`config.mk`:
```
export PLATFORM = sky130hd
export DESIGN_NAME = fft_peak_picker
export DESIGN_NICKNAME = d
export VERILOG_FILES = /design/src/rtl/fft_peak_picker.sv
export SDC_FILE = /design/constraint.sdc
export NUM_CORES = 1
export LEC_CHECK = 0
export CORE_UTILIZATION = 35
export DETAILED_ROUTE_END_ITERATION = 8
export HOLD_SLACK_MARGIN = 0.03
export PLACE_DENSITY = 0.58
export SLEW_MARGIN = 20
export SYNTH_ARGS = -nofsm -noshare
export SYNTH_HDL_FRONTEND = slang
export SYNTH_SLANG_ARGS = --single-unit
```
`constraint.sdc`:
```
create_clock -name CLOCK_50 -period 20.3 [get_ports CLOCK_50]
set_input_delay 6.09 -clock CLOCK_50 [delete_from_list [all_inputs] [get_ports CLOCK_50]]
set_output_delay 6.09 -clock CLOCK_50 [all_outputs]
set_load 0.01 [all_outputs]
```
`src/rtl/fft_peak_picker.sv`:
```
// Per-frame peak search over the FFT output stream: |re|+|im| magnitude, windowed
// strict-greater maximum, registered result with frame validation and good-frame count.
module fft_peak_picker #(
   parameter int FFT_POINTS = 8192,
   parameter int BIN_W      = 13,
   parameter int DATA_W     = 32,
   parameter int MIN_BIN    = 2,
   parameter int MAX_BIN    = 4095,
   parameter int THRESHOLD  = 4096
) (
   input  logic              CLOCK_50,
   input  logic              reset,
   input  logic              source_valid,
   input  logic              source_sop,
   input  logic              source_eop,
   input  logic [DATA_W-1:0] source_real,
   input  logic [DATA_W-1:0] source_imag,
   output logic              source_ready,
   output logic              result_valid,
   output logic [BIN_W-1:0]  peak_bin,
   output logic [DATA_W:0]   peak_mag,
   output logic              signal_present,
   output logic              frame_error,
   output logic [15:0]       frame_count
);

   localparam logic [BIN_W-1:0] LAST_BIN = BIN_W'(FFT_POINTS - 1);
   localparam logic [BIN_W-1:0] LO_BIN   = BIN_W'(MIN_BIN);
   localparam logic [BIN_W-1:0] HI_BIN   = BIN_W'(MAX_BIN);
   localparam logic [DATA_W:0]  THR      = (DATA_W+1)'(THRESHOLD);

   typedef enum logic {IDLE, IN_FRAME} state_t;

   state_t           state_reg, state_next;
   logic [BIN_W-1:0] bin_reg, bin_next, beat_bin;
   logic             take, tag_first, tag_last, tag_abort, err_next;

   // Stage 0: captured beat and tags
   logic                     v0, first0, last0, abort0, win0;
   logic [BIN_W-1:0]         bin0;
   logic [1:0][DATA_W-1:0]   raw0;
   logic [1:0][DATA_W-1:0]   abs_val;
   // Stage 1: absolute values
   logic                     v1, first1, last1, abort1, win1;
   logic [BIN_W-1:0]         bin1;
   logic [1:0][DATA_W-1:0]   abs1;
   // Stage 2: magnitude
   logic                     v2, first2, last2, abort2, win2;
   logic [BIN_W-1:0]         bin2;
   logic [DATA_W:0]          mag2;
   // Stage 3: running best
   logic [DATA_W:0]          best_mag_reg, cur_mag;
   logic [BIN_W-1:0]         best_bin_reg, cur_bin;

   assign source_ready = ~reset;

   always_ff @(posedge CLOCK_50 or posedge reset) begin
      if (reset) begin
         state_reg <= IDLE;
         bin_reg   <= '0;
      end else begin
         state_reg <= state_next;
         bin_reg   <= bin_next;
      end
   end

   // A sop always restarts at bin 0; mid-frame it also flags the abandoned frame.
   always_comb begin
      state_next = state_reg;
      bin_next   = bin_reg;
      beat_bin   = bin_reg + BIN_W'(1);
      take       = 1'b0;
      tag_first  = 1'b0;
      tag_last   = 1'b0;
      tag_abort  = 1'b0;
      err_next   = 1'b0;
      if (source_valid) begin
         if (source_sop) begin
            beat_bin  = '0;
            take      = 1'b1;
            tag_first = 1'b1;
            err_next  = (state_reg == IN_FRAME);
         end else if (state_reg == IN_FRAME) begin
            take = 1'b1;
         end
         if (take) begin
            bin_next   = beat_bin;
            state_next = IN_FRAME;
            if (beat_bin == LAST_BIN) begin
               state_next = IDLE;
               if (source_eop) begin
                  tag_last = 1'b1;
               end else begin
                  err_next  = 1'b1;
                  tag_abort = 1'b1;
               end
            end else if (source_eop) begin
               state_next = IDLE;
               err_next   = 1'b1;
               tag_abort  = 1'b1;
            end
         end
      end
   end

   genvar gi;
   generate
      for (gi = 0; gi < 2; gi++) begin : g_lane
         assign abs_val[gi] = raw0[gi][DATA_W-1] ? (~raw0[gi] + DATA_W'(1)) : raw0[gi];
      end
   endgenerate

   always_comb begin
      cur_mag = first2 ? '0 : best_mag_reg;
      cur_bin = first2 ? LO_BIN : best_bin_reg;
      if (win2 && (mag2 > cur_mag)) begin
         cur_mag = mag2;
         cur_bin = bin2;
      end
   end

   always_ff @(posedge CLOCK_50 or posedge reset) begin
      if (reset) begin
         v0 <= 1'b0; first0 <= 1'b0; last0 <= 1'b0; abort0 <= 1'b0; win0 <= 1'b0;
         bin0 <= '0; raw0 <= '0;
         v1 <= 1'b0; first1 <= 1'b0; last1 <= 1'b0; abort1 <= 1'b0; win1 <= 1'b0;
         bin1 <= '0; abs1 <= '0;
         v2 <= 1'b0; first2 <= 1'b0; last2 <= 1'b0; abort2 <= 1'b0; win2 <= 1'b0;
         bin2 <= '0; mag2 <= '0;
         best_mag_reg   <= '0;
         best_bin_reg   <= '0;
         result_valid   <= 1'b0;
         peak_bin       <= '0;
         peak_mag       <= '0;
         signal_present <= 1'b0;
         frame_error    <= 1'b0;
         frame_count    <= '0;
      end else begin
         frame_error <= err_next;
         v0     <= take;
         first0 <= tag_first;
         last0  <= tag_last;
         abort0 <= tag_abort;
         win0   <= (beat_bin >= LO_BIN) && (beat_bin <= HI_BIN);
         bin0   <= beat_bin;
         raw0   <= {source_imag, source_real};

         v1 <= v0; first1 <= first0; last1 <= last0; abort1 <= abort0; win1 <= win0;
         bin1 <= bin0;
         abs1 <= abs_val;

         v2 <= v1; first2 <= first1; last2 <= last1; abort2 <= abort1; win2 <= win1;
         bin2 <= bin1;
         mag2 <= {1'b0, abs1[0]} + {1'b0, abs1[1]};

         result_valid <= 1'b0;
         if (v2) begin
            best_mag_reg <= abort2 ? '0 : cur_mag;
            best_bin_reg <= abort2 ? LO_BIN : cur_bin;
            if (last2 && !abort2) begin
               result_valid   <= 1'b1;
               peak_bin       <= cur_bin;
               peak_mag       <= cur_mag;
               signal_present <= (cur_mag >= THR);
               frame_count    <= frame_count + 16'd1;
            end
         end
      end
   end

endmodule

```
==> qor.txt, run 1 <==
Post-CTS Setup Repair Bufs - 0
Fmax - 0.0729 GHz
Synth Net Count - 1676
Die Span Y - 215 µm
Max Slew Vio Count - 0
Required @ worst endpoint - 14.21 ns
root buffer cell - clkbuf_16
Hold Vio Cnt, Final - 0
CTS H-tree depth - 2
Post-CTS Hold Buffers - 0
worst-margin pin slew - 1.11 ns
part of the power in registers - 38.4%
Finished Core Util - 43.1%
Post-Syn Instances - 1535
Crit Path Max Fanout - 58
Pre-antenna DRT Iters - 6
most frequent cells in the layout - dfrtp_1, clkdlybuf4s50_1, nand2_1
CTS resizes - 0
biggest regs - abs1 (64), raw0 (64)
count of different cell masters after synthesis - 62
Seq cells post-synth - 340
Synth Area in Compound Gates - 14.7%
CP peak stage delay - 0.64 ns
Slew HR - 26.1%
Net Sw Frac - 34.5%
P_int - 1.49 mW
simple-gate share of the synthesized area - 16.4%
Final ANT Viol Nets - 0
fin crit share - 67.6%
GP Congestion - 0.829
clock share of power - 33.1%
Post-synth ARST share - 100%
CTS Buf Count - 39
Core Box Area - 44500 µm²
share of cells above drive strength 1 - 6.13%
outcome - complete, no violations
path category of the worst min-delay check - flop to flop
commonest non-fill, non-tap cell in the layout - dfrtp_1
CTS clk-pin slew, worst paths - 0.06 ns
crit path time final - 13.71 ns
Layout Cells excl Fill - 2256
DR vias - 11718
total power - 2.28 mW
Row Count - 77
YS warnings - 0
CP max-delay cell - clkdlybuf4s50_1
endpoint class of the critical path - output port
initial antenna violation count - 0
mapped cell area - 15900 µm²
largest net degree at the start of global routing - 149
placed insts - 2185
NetSw - 0.787 mW
RSZ-0062 raised after global routing - no
Crit path max-delay family - buffers and inverters
Top FF cell, synth - dfrtp_1
via density per instance - 5.19
worst path cell trace - clkdlybuf4s50_1 > inv_8 > clkdlybuf4s50_1
part of the power in combinational logic - 28.5%
I/O Buffers - 134
area delta synth->final - 20.7%
global route overflow - 0
CTS sink count - 340
max-cap viol count - 0
n_diodes - 0
CP arrival - 7.62 ns
# IOs - 135
worst clock skew - 0.0154 ns
Post-Synth Adder-Cell Area - 5.71%
number of enable flip-flop cells after synthesis - 0
Seq/Total Area, Yosys - 53.5%
first-pass GRT wire length - 63.2 mm
Global Route Usage Sum - 16.8%
Routed WL - 38.4 mm
wire per inst - 17.0 µm
Power Density - 119 nW/µm²
leak pwr - 8.28 nW
final setup fails - 0
largest family of logic cells by synthesized area - simple AND/OR/NAND/NOR gates
Avg Cell Area, Syn - 10.4 µm²
Iteration-0 DRC Markers - 775
Initial Util - 35.7%
Post-Synth XOR/XNOR Area - 5.89%
Worst Path Buf+Inv - 3
# fillers - 4248
Die Wd - 215 µm
Setup Crit Path Kind - input port to output port
CP most frequent cell - clkdlybuf4s50_1
vias in the first global route - 11693
DP Wirelength - 25.7 mm
Max clock buf depth - 3
Final Net Count - 1775
CP startpoint kind - input port
die area - 46300 µm²
DR DRC count - 0
Clk Latency, worst-skew pair - 0.54 ns
worst ir drop on vdd - 0.0784 mV
clock tree from TritonCTS - built
setup_tns - 0 ns
post-synthesis mux area share - 0%
metrics by stage:
step | area [µm²] | setup WS, ns | hold WS, ns
floorplan | 15900 | 1.09 | 0.331
global placement | 17800 | 6.55 | 0.331
detailed placement | 17800 | 6.55 | 0.335
CTS | 19200 | 6.55 | 0.348
global route | 19200 | 6.48 | 0.354
finish | 19200 | 6.59 | 0.346
power by group through the flow:
stage | sequential [mW] | combinational (mW) | clock, mW
after floorplan | 0.850 | 0.493 | 0
after global placement | 0.884 | 0.634 | 0
after detailed placement | 0.887 | 0.646 | 0
after CTS | 0.876 | 0.648 | 0.778
after global routing | 0.889 | 0.726 | 0.806
final | 0.877 | 0.650 | 0.754
per-layer routing:
| metal | vias to the layer above | share of wire [%] | global-route usage (%) |
|---|---|---|---|
| li1 | 5690 | - | - |
| met2 | 324 | 45 | 26.5 |
| met5 | - | 0 | 0 |
| met3 | 57 | 5.0 | 2.55 |
| met4 | 0 | 1.9 | 4.47 |
| met1 | 5647 | 48 | 24.1 |
cell families (layout without fill, tap and decap cells):
| kind of cell | after synthesis | count (layout) |
|---|---|---|
| xor gates and xnor gates | 107 | 107 |
| adders and majority gates | 72 | 72 |
| DFF | 340 | 340 |
| AOI/OAI and AO/OA | 346 | 346 |
| buffers and inverters | 163 | 292 |
| and+or+nand+nor | 507 | 507 |
synth_stat cells, types with 4 or more instances:
master	n	area [µm²]
dfrtp_1	340	8510
nand2_1	110	413
nor2_1	104	390
xnor2_1	94	823
o21ai_0	80	400
nand3_1	78	390
clkbuf_1	76	285
inv_1	73	274
ha_1	71	888
nand4_1	58	363
a21oi_1	47	235
a31oi_1	42	263
nand2b_1	39	244
a21o_1	37	278
nor2b_1	26	163
o311ai_0	22	193
nor4_1	20	125
nor3_1	19	95.1
o31ai_1	18	135
o22ai_1	15	93.8
o211ai_1	14	105
buf_1	13	48.8
xor2_1	13	114
a211o_1	12	105
and3_1	12	75.1
o221ai_1	12	105
or3_1	9	56.3
o21a_1	7	52.6
o41ai_1	7	61.3
and2_1	6	37.5
and4_1	5	43.8
o21bai_1	5	37.5
or4_4	5	56.3
a221o_1	4	40.0
nor3b_1	4	30.0
worst register-to-register path, cell delays in order, from the launching register on:
cell,delay (ns)
dfrtp_1,0.91
inv_1,0.46
buf_4,0.38
nand2_1,0.15
ha_1,0.25
a21oi_1,0.20
o21ai_0,0.11
a221oi_1,0.30
o21ai_0,0.17
a221oi_1,0.54
o21ai_4,0.41
buf_4,0.46
a2111oi_0,0.52
nor3_1,0.09
worst paths after layout:
kind,start,to,slack [ns],cells past startpoint
max in group asynchronous,reset,abort2,12.26,4
worst min register to register,bin1[0],bin2[0],0.35,0
worst max-delay path,reset,source_ready,6.59,3
worst min-delay path,bin1[0],bin2[0],0.35,0
min in group asynchronous,reset,raw0[61],5.97,2
worst max register to register,first2,best_bin_reg[1],15.22,13
final cells by class:
class | instances | area, µm² | share of cell area [%]
sequential | 340 | 8510 | 44.3
multi-input combinational | 1032 | 6800 | 35.4
timing repair buffer | 148 | 1460 | 7.60
clock buffer | 56 | 1160 | 6.05
tap | 592 | 741 | 3.86
inverter | 73 | 282 | 1.47
clock inverter | 15 | 243 | 1.26
Note: power is estimated with default switching activity, not from simulation.
==> run 2, diff against run 1 <==
==> constraint.sdc (replaced) <==
create_clock -name CLOCK_50 -period 14.3 [get_ports CLOCK_50]
set_input_delay 4.29 -clock CLOCK_50 [delete_from_list [all_inputs] [get_ports CLOCK_50]]
set_output_delay 4.29 -clock CLOCK_50 [all_outputs]
set_load 0.01 [all_outputs]
==> qor.txt, run 2 (synthesis results as in run 1) <==
outcome - complete, no violations
part of the power in registers - 38.9% (+0.5 points)
wire per inst - 16.8 µm (-1.3%)
CP peak stage delay - 0.72 ns (+0.08 ns)
global route overflow - 0 (unchanged)
Max clock buf depth - 3 (unchanged)
RSZ-0062 raised after global routing - no
Pre-antenna DRT Iters - 5 (-1)
DP Wirelength - 25.8 mm (+0.44%)
largest net degree at the start of global routing - 89 (-40%)
Routed WL - 38.0 mm (-1.2%)
Crit path max-delay family - buffers and inverters
most frequent cells in the layout - dfrtp_1, clkdlybuf4s50_1, nand2_1
Fmax - 0.0949 GHz
worst ir drop on vdd - 0.0939 mV (+20%)
part of the power in combinational logic - 28.7% (+0.2 points)
path category of the worst min-delay check - flop to flop
area delta synth->final - 20.6% (about the same)
leak pwr - 8.28 nW (about the same)
Die Span Y - 215 µm (unchanged)
crit path time final - 10.53 ns
die area - 46300 µm² (unchanged)
root buffer cell - clkbuf_16
commonest non-fill, non-tap cell in the layout - dfrtp_1
Layout Cells excl Fill - 2258 (+0.089%)
Core Box Area - 44500 µm² (unchanged)
flop-to-flop setup slack - 9.58 ns (-5.64 ns)
Crit. path cell count - 3 (unchanged)
footprint of the multi-input gates - 6800 µm² (unchanged)
DR vias - 11788 (+0.60%)
hold path depth - 0 (unchanged)
setup_tns - 0 ns (unchanged)
# fillers - 4266 (+0.42%)
# IOs - 135 (unchanged)
Slew HR - 22.0% (-4.1 points)
worst clock skew - 0.0165 ns (+0.00115 ns)
Crit Path Max Fanout - 41 (-29%)
P_int - 2.09 mW (+40%)
CTS Buf Count - 39 (unchanged)
DR DRC count - 0 (unchanged)
Max Slew Vio Count - 0 (unchanged)
register area - 8510 µm² (about the same)
n_diodes - 0 (unchanged)
Setup Crit Path Kind - input port to output port
depth of the most critical reg-to-reg path - 13 (unchanged)
NetSw - 1.11 mW (+41%)
Final ANT Viol Nets - 0 (unchanged)
clock tree from TritonCTS - built
Die Wd - 215 µm (unchanged)
fin crit share - 73.7%
worst-margin pin slew - 1.17 ns (+0.0621 ns)
Required @ worst endpoint - 10.01 ns (-4.20 ns)
CTS sink count - 340 (unchanged)
CTS clk-pin slew, worst paths - 0.06 ns (about the same)
final setup fails - 0 (unchanged)
Finished Core Util - 43.1% (about the same)
endpoint class of the critical path - output port
worst path cell trace - clkdlybuf4s50_1 > clkinvlp_4 > clkdlybuf4s50_1
CP startpoint kind - input port
Power Density - 167 nW/µm² (+41%)
CP arrival - 6.24 ns (-1.38 ns)
CTS resizes - 0 (unchanged)
Worst Path Buf+Inv - 3 (unchanged)
CP max-delay cell - clkinvlp_4
GP Congestion - 0.840 (+1.3%)
biggest regs - abs1 (64), raw0 (64)
Row Count - 77 (unchanged)
Global Route Usage Sum - 16.6% (-0.19 points)
via density per instance - 5.22 (+0.51%)
Final Net Count - 1777 (+0.11%)
share of cells above drive strength 1 - 6.30% (+0.17 points)
Net Sw Frac - 34.6% (+0.15 points)
Clk Latency, worst-skew pair - 0.55 ns (about the same)
CTS H-tree depth - 2 (unchanged)
max-cap viol count - 0 (unchanged)
total power - 3.20 mW (+41%)
CP most frequent cell - clkdlybuf4s50_1
Post-CTS Setup Repair Bufs - 0 (unchanged)
vias in the first global route - 11515 (-1.5%)
first-pass GRT wire length - 62.6 mm (-0.91%)
Hold Vio Cnt, Final - 0 (unchanged)
Post-CTS Hold Buffers - 0 (unchanged)
placed insts - 2186 (+0.046%)
clock share of power - 32.3% (-0.8 points)
Hold WS - 0.346 ns (-0.000581 ns)
I/O Buffers - 134 (unchanged)
Initial Util - 35.7% (unchanged)
Iteration-0 DRC Markers - 822 (+6.1%)
initial antenna violation count - 0 (unchanged)
[run 2: cell count changes in the layout (fill, tap and decap cells not counted), moves of 2 or more]
cell	previous run	this run
clkbuf_1	6	4
buf_6	0	2
clkinv_2	6	9
clkbuf_8	10	12
bufinv_16	6	4
[run 2: metal layers]
layer / up-vias / share of wire, % / global-route usage (%)
met4: 0 / 2.3 / 5.63
met3: 67 / 5.4 / 3.18
li1: 5701 / - / -
met1: 5698 / 49 / 24.0
met2: 322 / 44 / 24.9
met5: - / 0 / 0
[run 2: power by group through the flow]
stage               clock, mW  combinational, mW  sequential [mW]
global route             1.11               1.04             1.27
finish                   1.04              0.921             1.25
CTS                      1.07              0.916             1.25
floorplan                   0              0.701             1.21
global placement            0              0.897             1.26
detailed placement          0              0.913             1.26
[run 2: per-stage QoR]
stage / setup slack, ns / cell area [µm²]
final: 3.77 / 19200
after global routing: 3.54 / 19200
after CTS: 3.66 / 19200
after detailed placement: 3.66 / 17800
after global placement: 3.64 / 17800
after floorplan: 1.62 / 15900
[run 2: final timing paths]
path                              endpoint    from
min                                     v1      v0
min reg2reg                             v1      v0
min in group asynchronous      peak_bin[3]   reset
max reg2reg                best_bin_reg[1]  first2
max                           source_ready   reset
max in group asynchronous         raw0[29]   reset
[run 2: final cells by class]
class	count	share of cell area, %
clock buffer	56	6.15
clock inverter	15	0.991
inverter	73	1.45
multi-input combinational	1032	35.5
sequential	340	44.3
tap	592	3.86
timing repair buffer	150	7.76
[run 2: worst reg2reg max path, cell delays in order (launching register included)]
cell and delay (ns):
dfrtp_1 0.71, inv_1 0.15, buf_4 0.43, nand2_1 0.18, ha_1 0.32, a21o_1 0.19
a21o_1 0.18, a221oi_1 0.25, o21ai_0 0.18, a221oi_1 0.54, o21ai_4 0.40, buf_4 0.45
a2111oi_0 0.53, nor3_1 0.09
==> run 3, diff against run 2 <==
--- a/config.mk
+++ b/config.mk
@@ -8,7 +8,7 @@
 export CORE_UTILIZATION = 35
 export DETAILED_ROUTE_END_ITERATION = 8
 export HOLD_SLACK_MARGIN = 0.03
-export PLACE_DENSITY = 0.58
+export PLACE_DENSITY = 0.6
 export SLEW_MARGIN = 20
 export SYNTH_ARGS = -nofsm -noshare
 export SYNTH_HDL_FRONTEND = slang
==> constraint.sdc (replaced) <==
create_clock -name CLOCK_50 -period 8.4 [get_ports CLOCK_50]
set_input_delay 2.52 -clock CLOCK_50 [delete_from_list [all_inputs] [get_ports CLOCK_50]]
set_output_delay 2.52 -clock CLOCK_50 [all_outputs]
set_load 0.01 [all_outputs]
==> qor.txt, run 3 (synthesis results as in run 1) <==
Power Density - 285 nW/µm² (+71%)
CP Launch Point - reset
CP most frequent cell - clkdlybuf4s50_1
DR vias - 11760 (-0.24%)
Routed WL - 38.0 mm (+0.18%)
clock tree from TritonCTS - built
wire per inst - 16.9 µm (+0.36%)
worst hold endpoint - v2
Required @ worst endpoint - 5.88 ns (-4.13 ns)
root buffer cell - clkbuf_16
hold path depth - 0 (unchanged)
Final Net Count - 1774 (-0.17%)
fin crit share - 79.1%
flop-to-flop setup slack - 3.60 ns (-5.98 ns)
total power - 5.47 mW (+71%)
Final WS setup - 1.76 ns (-2.01 ns)
Initial Util - 35.7% (unchanged)
Row Count - 77 (unchanged)
Worst Path Buf+Inv - 3 (unchanged)
Finished Core Util - 43.1% (about the same)
Post-CTS Setup Repair Bufs - 0 (unchanged)
Die Wd - 215 µm (unchanged)
# IOs - 135 (unchanged)
CTS sink count - 340 (unchanged)
Max Slew Vio Count - 0 (unchanged)
CTS resizes - 0 (unchanged)
die area - 46300 µm² (unchanged)
Hold WS - 0.340 ns (-0.00573 ns)
worst ir drop on vdd - 0.204 mV (+120%)
share of cells above drive strength 1 - 6.14% (-0.17 points)
# fillers - 4227 (-0.91%)
Final ANT Viol Nets - 0 (unchanged)
initial antenna violation count - 0 (unchanged)
depth of the most critical reg-to-reg path - 13 (unchanged)
CP arrival - 4.12 ns (-2.12 ns)
Crit path max-delay family - buffers and inverters
Core Box Area - 44500 µm² (unchanged)
leak pwr - 8.27 nW (-0.22%)
placed cell areas - 17800 µm² (about the same)
worst-margin pin slew - 1.02 ns (-0.151 ns)
CTS H-tree depth - 2 (unchanged)
Hold Vio Cnt, Final - 0 (unchanged)
Global Route Usage Sum - 16.5% (-0.15 points)
biggest regs - abs1 (64), raw0 (64)
vias in the first global route - 11733 (+1.9%)
DP Worst Slack - 1.67 ns (-1.99 ns)
Setup Crit Path Kind - input port to output port
footprint of the multi-input gates - 6810 µm² (about the same)
largest net degree at the start of global routing - 181 (+100%)
worst path cell trace - clkdlybuf4s50_1 > clkinvlp_4 > clkdlybuf4s50_1
endpoint class of the critical path - output port
R2R Path End - best_mag_reg[1]
design area - 19200 µm² (about the same)
DR DRC count - 0 (unchanged)
worst r2r src - first2
Iteration-0 DRC Markers - 711 (-14%)
via density per instance - 5.22 (about the same)
most frequent cells in the layout - dfrtp_1, clkdlybuf4s50_1, nand2_1
CTS Buf Count - 39 (unchanged)
Die Span Y - 215 µm (unchanged)
Max clock buf depth - 3 (unchanged)
worst clock skew - 0.0186 ns (+0.00206 ns)
max-cap viol count - 0 (unchanged)
Pre-antenna DRT Iters - 5 (unchanged)
Worst Hold Launch - v1
CTS clk-pin slew, worst paths - 0.06 ns (about the same)
Slew HR - 32.1% (+10 points)
crit path time final - 6.64 ns
n_diodes - 0 (unchanged)
DP Wirelength - 25.3 mm (-2.0%)
GP Congestion - 0.833 (-0.87%)
register area - 8510 µm² (about the same)
final setup fails - 0 (unchanged)
CP peak stage delay - 0.65 ns (-0.07 ns)
commonest non-fill, non-tap cell in the layout - dfrtp_1
CP max-delay cell - clkdlybuf4s50_1
first-pass GRT wire length - 62.2 mm (-0.70%)
area delta synth->final - 20.6% (about the same)
global route overflow - 0 (unchanged)
path category of the worst min-delay check - flop to flop
CP startpoint kind - input port
Post-CTS Hold Buffers - 0 (unchanged)
RSZ-0062 raised after global routing - no
Crit Path Max Fanout - 10 (-76%)
I/O Buffers - 134 (unchanged)
Clk Latency, worst-skew pair - 0.54 ns (about the same)
Fmax - 0.151 GHz
outcome - complete, no violations
==> run 3: cell count changes in the layout (fill, tap and decap cells not counted), sizes merged <==
| cell | previous run | this run |
|---|---|---|
| clkbuf | 56 | 57 |
| clkinvlp | 1 | 2 |
| buf | 16 | 13 |
| clkinv | 10 | 6 |
| inv | 73 | 74 |
==> run 3: worst register-to-register path, cell delays in order (launching register included) <==
cell and delay [ns]:
dfrtp_1 0.70, inv_1 0.15, buf_4 0.42, nand2_1 0.23, ha_1 0.36, nand4_1 0.13, nor4_1 0.35, and3_1 0.25
a221o_1 0.14, a221oi_1 0.08, o21ai_4 0.20, buf_4 0.77, nand2_1 0.59, o221ai_1 0.33
==> run 3: worst max path at each step <==
stage              endpoint  cells past startpoint  slack (ns)
2_1_floorplan  source_ready                      1       -0.74
3_3_place_gp   source_ready                      3        1.65
3_5_place_dp   source_ready                      3        1.67
4_1_cts        source_ready                      3        1.66
5_1_grt        source_ready                      3        1.63
6_report       source_ready                      3        1.76
==> run 3: final cells by class <==
class	instances	share of cell area [%]
timing repair buffer	147	7.63
tap	592	3.86
clock buffer	57	6.23
multi-input combinational	1032	35.5
sequential	340	44.4
inverter	73	1.45
clock inverter	13	1.00
==> run 3: layer usage <==
| layer | GRT usage (%) | up-vias | routed length (µm) |
|---|---|---|---|
| met2 | 25.5 | 357 | 17000 |
| met3 | 3.51 | 59 | 2320 |
| met5 | 0 | - | 0 |
| met1 | 23.1 | 5647 | 17800 |
| met4 | 5.01 | 0 | 874 |
| li1 | - | 5697 | - |
==> run 3: power by group <==
group / total, mW / internal (mW) / leakage (nW) / switching (mW)
Combinational: 1.56 / 0.566 / 3.34 / 0.999
Clock: 1.78 / 1.11 / 0.685 / 0.672
Sequential: 2.12 / 1.90 / 4.24 / 0.222
Total: 5.47 / 3.58 / 8.27 / 1.89
==> run 3: through the flow <==
step	TNS [ns]	std cells
2_1_floorplan	-0.745	1535
5_1_grt	0	2254
4_1_cts	0	2254
6_report	0	2254
3_3_place_gp	0	2184
3_5_place_dp	0	2184
